File: src/rtl/fnd_time_scanner.sv
// 4-digit common-anode FND scanner: frame-coherent snapshot of the time
// fields, binary-to-7-segment decode, blinking decimal point on digit 2.
module fnd_time_scanner #(
    parameter int CLK_HZ  = 100_000_000,
    parameter int SCAN_HZ = 1000
) (
    input  logic       clk,
    input  logic       reset,
    input  logic       sw_time_mode,
    input  logic       blank,
    input  logic [6:0] msec,
    input  logic [6:0] sec,
    input  logic [6:0] min,
    input  logic [6:0] hour,
    output logic [3:0] fnd_comm,
    output logic [7:0] fnd_font
);

    localparam int            DIV  = CLK_HZ / SCAN_HZ;
    localparam int            DW   = (DIV > 1) ? $clog2(DIV) : 1;
    localparam logic [DW-1:0] LAST = DW'(DIV - 1);

    logic [DW-1:0] div_cnt;
    logic          tick;
    logic [1:0]    idx;
    logic          primed;

    logic          snap_mode;
    logic [6:0]    snap_msec, snap_sec, snap_min, snap_hour;
    logic          src_mode;
    logic [6:0]    src_msec, src_sec, src_min, src_hour;
    logic [6:0]    pair_val, digit_val;
    logic [7:0]    font_next;

    function automatic logic [7:0] seg7(input logic [6:0] d);
        case (d)
            7'd0:    seg7 = 8'hC0;
            7'd1:    seg7 = 8'hF9;
            7'd2:    seg7 = 8'hA4;
            7'd3:    seg7 = 8'hB0;
            7'd4:    seg7 = 8'h99;
            7'd5:    seg7 = 8'h92;
            7'd6:    seg7 = 8'h82;
            7'd7:    seg7 = 8'hF8;
            7'd8:    seg7 = 8'h80;
            7'd9:    seg7 = 8'h90;
            default: seg7 = 8'hBF;
        endcase
    endfunction

    assign tick = (div_cnt == LAST);

    // Scan-rate divider; wraps to zero on the terminal count
    always_ff @(posedge clk or negedge reset) begin
        if (!reset)    div_cnt <= '0;
        else if (tick) div_cnt <= '0;
        else           div_cnt <= div_cnt + DW'(1);
    end

    // Digit index advance; primed marks that the first tick has happened
    always_ff @(posedge clk or negedge reset) begin
        if (!reset) begin
            idx    <= 2'd0;
            primed <= 1'b0;
        end else if (tick) begin
            idx    <= idx + 2'd1;
            primed <= 1'b1;
        end
    end

    // Snapshot at the frame boundary (last digit going out) and on the first tick
    always_ff @(posedge clk or negedge reset) begin
        if (!reset) begin
            snap_mode <= 1'b0;
            snap_msec <= '0;
            snap_sec  <= '0;
            snap_min  <= '0;
            snap_hour <= '0;
        end else if (tick && (idx == 2'd3 || !primed)) begin
            snap_mode <= sw_time_mode;
            snap_msec <= msec;
            snap_sec  <= sec;
            snap_min  <= min;
            snap_hour <= hour;
        end
    end

    // Decode the current digit; the very first digit after reset bypasses the
    // snapshot so it shows the same values that get latched on that tick
    always_comb begin
        src_mode = primed ? snap_mode : sw_time_mode;
        src_msec = primed ? snap_msec : msec;
        src_sec  = primed ? snap_sec  : sec;
        src_min  = primed ? snap_min  : min;
        src_hour = primed ? snap_hour : hour;

        pair_val  = idx[1] ? (src_mode ? src_hour : src_sec)
                           : (src_mode ? src_min  : src_msec);
        digit_val = idx[0] ? (pair_val / 7'd10) : (pair_val % 7'd10);
        font_next = (pair_val > 7'd99) ? 8'hBF : seg7(digit_val);
        if (idx == 2'd2 && src_msec < 7'd50) font_next[7] = 1'b0;
    end

    // Registered outputs; comm and font always move together on the tick
    always_ff @(posedge clk or negedge reset) begin
        if (!reset) begin
            fnd_comm <= 4'b1111;
            fnd_font <= 8'hFF;
        end else if (tick) begin
            if (blank) begin
                fnd_comm <= 4'b1111;
                fnd_font <= 8'hFF;
            end else begin
                fnd_comm <= ~(4'b0001 << idx);
                fnd_font <= font_next;
            end
        end
    end

endmodule

File: config.mk
export PLATFORM = sky130hd
export DESIGN_NAME = fnd_time_scanner
export DESIGN_NICKNAME = d
export VERILOG_FILES = /design/src/rtl/fnd_time_scanner.sv
export SDC_FILE = /design/constraint.sdc
export NUM_CORES = 1
export LEC_CHECK = 0
export BUFFER_PORTS_ARGS = -buffer_cell sky130_fd_sc_hd__buf_4
export CAP_MARGIN = 20
export CELL_PAD_IN_SITES_DETAIL_PLACEMENT = 0
export CELL_PAD_IN_SITES_GLOBAL_PLACEMENT = 2
export CORE_MARGIN = 4
export CORE_UTILIZATION = 42
export CTS_CLUSTER_DIAMETER = 40
export DETAILED_ROUTE_END_ITERATION = 10
export PLACE_DENSITY_LB_ADDON = 0.2
export SLEW_MARGIN = 30
export SYNTH_ARGS = -nofsm -noshare
export SYNTH_HDL_FRONTEND = slang
export SYNTH_SLANG_ARGS = --single-unit
File: constraint.sdc
create_clock -name clk -period 14.1 [get_ports clk]
set_clock_uncertainty 0.1 [all_clocks]
set_input_delay 2.115 -clock clk [delete_from_list [all_inputs] [get_ports clk]]
set_output_delay 2.115 -clock clk [all_outputs]
set_load 0.02 [all_outputs]
==> flow_summary.yaml <==
status:
  status: "completed"
floorplan:
  ioPinCount: 44
  die_height_microns: 104
  dieArea_sq_um: 10900
  core_area_sq_um: 8890
  rows: 34
  start_util: 0.439
  chipWidth_microns: 104
cts:
  post_cts.repair.setup_buffers: 0
  ctsHtreeMaxLevel: 3
  cts_hold_buf: 0
  cts.clk_slew.worst_paths_ps: 70
  cts_tree: "yes"
  clkLatencyLatePin_ps: 340
  cts_resized: 0
  cts_buffers: 9
  cts_buffer_depth: 2
  ctsRootBufferMaster: "clkbuf_8"
  clkSinkCount: 61
yosys:
  syn_nets: 406
  syn_inst: 366
  seq_area_frac_synth: 0.395
  ys_types: 73
  yosysTopAreaCellShare: 0.314
  synth-edff-count: 0
  syn_area_per_cell_sq_um: 10.7
  yosysMostFrequentCell: "dfrtp_1"
  async_flop_share: 1.00
  synth.top_cells.by_area: "dfrtp_1 (31%), mux2_2 (9.5%), dfstp_2 (8.1%), mux2i_1 (4.6%), mux4_2 (3.5%)"
  yosysTopAreaCell: "dfrtp_1"
  ys_warn_count: 0
  synthesis.area_sq_um: 3900
  synth_common_cells: "dfrtp_1 (49), nor2_1 (35), mux2_2 (33)"
  ys_ff_latch: 61
  synth-main-ff-cell: "dfrtp_1"
detailed_routing:
  wire_per_inst_microns: 17.1
  drt-initial-drc-count: 207
  wirelength_microns: 8830
  firstDrtPassIters: 4
  ant_nets: 0
  via_per_inst: 5.75
  drc: 0
  vias: 2981
power_and_ir_drop:
  leakage_uw: 0.00193
  finalPower_uw: 416
  ir_drop_mv: 0.0481
  power.density_nw_per_um2: 92.6
sta:
  drv_slew: 0
  max_slew_margin: 0.368
  finalSetupViolations: 0
  fmax_mhz: 149
  fin_crit_ps: 6710
  worstMarginPinSlew_ps: 944
  rsz0062_at_grt: "false"
  tns_ps: 0
  finalHoldViolCount: 0
  holdWs_ps: 372
  finalCritPeriodShare: 0.476
grt:
  grt_usage: 0.172
  antenna_found_initial: 0
  grt_pass1_wl_microns: 15400
  grt_start_max_net_pins: 62
  grt_overflow_total: 0
  grt_pass1_vias: 3029
worst_setup_path:
  worstSetupPathType: "input port to flop"
  rr_worst_depth: 17
  rrSetupSlack_ps: 8540
  cp_max_fo: 12
  worstPathRequired_ps: 14260
  r2r-end: "fnd_font[1]"
  arrival_ps: 6870
  crit_path_start: "sw_time_mode"
  r2r_start: "primed"
  timing.critical_path.to_type: "flop"
  startpoint_type: "input port"
cells_and_area:
  area_growth_pct: 15.2
  fin_nets: 445
  nFillCells: 840
  drive_above_1_share: 0.337
  antenna_cells: 0
  post-route-cell-area_sq_um: 4500
placed_design:
  io_buffers: 43
  gp_congestion: 0.869
  place_area_sq_um: 4280
  hpwlAfterDp_microns: 6470
hold_path:
  whs_endpoint: "div_cnt[4]"
  hold_depth: 1
  hp-class: "flop to flop"
  min_from: "div_cnt[4]"
flow_run:
  max_cap_violations: 0
-- per-layer routing --
metal / track usage / part of all wire
met2: 0.286 / 0.50
met5: 0 / 0
met3: 0.0366 / 0.040
met4: 0.0437 / 0.0074
met1: 0.229 / 0.46
-- worst max path at each step --
stage               cells past startpoint          end
CTS                                    18  fnd_font[1]
global route                           18  fnd_font[1]
floorplan                              17  fnd_font[1]
detailed placement                     18  fnd_font[1]
global placement                       18  fnd_font[1]
finish                                 18  fnd_font[1]
-- through the flow --
step / std cells / setup slack, ps / util
final: 518 / 7390 / 0.506
after global routing: 518 / 7020 / 0.506
after CTS: 518 / 7400 / 0.506
after detailed placement: 502 / 7050 / 0.482
after global placement: 502 / 7140 / 0.482
after floorplan: 366 / 7720 / -
-- power breakdown --
| group | switching (uW) | total (uW) | internal (uW) |
|---|---|---|---|
| clock | 70.7 | 170 | 99.5 |
| combinational | 42.6 | 71.1 | 28.5 |
| sequential | 0 | 175 | 175 |
-- placed cells by master, fill, tap and decap left out, types with 7 or more instances in the layout --
cell type   n
a211oi_1    8
a21oi_1     9
a31oi_1     7
buf_4      48
clkbuf_8    9
dfrtp_1    49
dfstp_2    12
ha_1        8
inv_1      10
mux2_2     33
mux2i_1    18
nand2_1    16
nand3_1    17
nor2_1     34
nor3_1     11
o21ai_0     9
xnor2_1     8
xor2_1      8
-- sequential cells by signal, summed over array words and instances, names as in the netlist --
signal	flops
snap_msec	7
fnd_comm	4
div_cnt	17
idx	2
snap_mode	1
snap_hour	7
primed	1
snap_sec	7
snap_min	7
fnd_font	8
-- kinds of logic after synthesis --
logic type / synth area share
fa+ha+maj: 0.0256
buf+inv: 0.0413
flops: 0.395
xor+xnor: 0.0359
simple gates: 0.155
mux: 0.192
compound gates: 0.155
-- worst max-delay path: stages --
cell and delay, ps:
buf_4 140, mux4_2 530, mux2_2 390, nand3_1 240, o21ai_0 130, o2bb2ai_1 160, a221oi_1 530, ha_1 470
a2111o_1 190, o31ai_1 100, nor4_4 410, mux2_2 400, o21ai_2 190, inv_1 120, ha_1 310, inv_1 40
o211a_1 210, a211oi_1 200
-- cell type report --
| cell class | count | area, sq um | area share |
|---|---|---|---|
| clock buffer | 10 | 128 | 0.0284 |
| clock inverter | 6 | 86.3 | 0.0192 |
| inverter | 10 | 37.5 | 0.00834 |
| multi-input combinational | 275 | 2210 | 0.491 |
| sequential | 61 | 1540 | 0.343 |
| tap | 108 | 135 | 0.0300 |
| timing repair buffer | 48 | 360 | 0.0801 |
(Power assumes the default switching activity.)
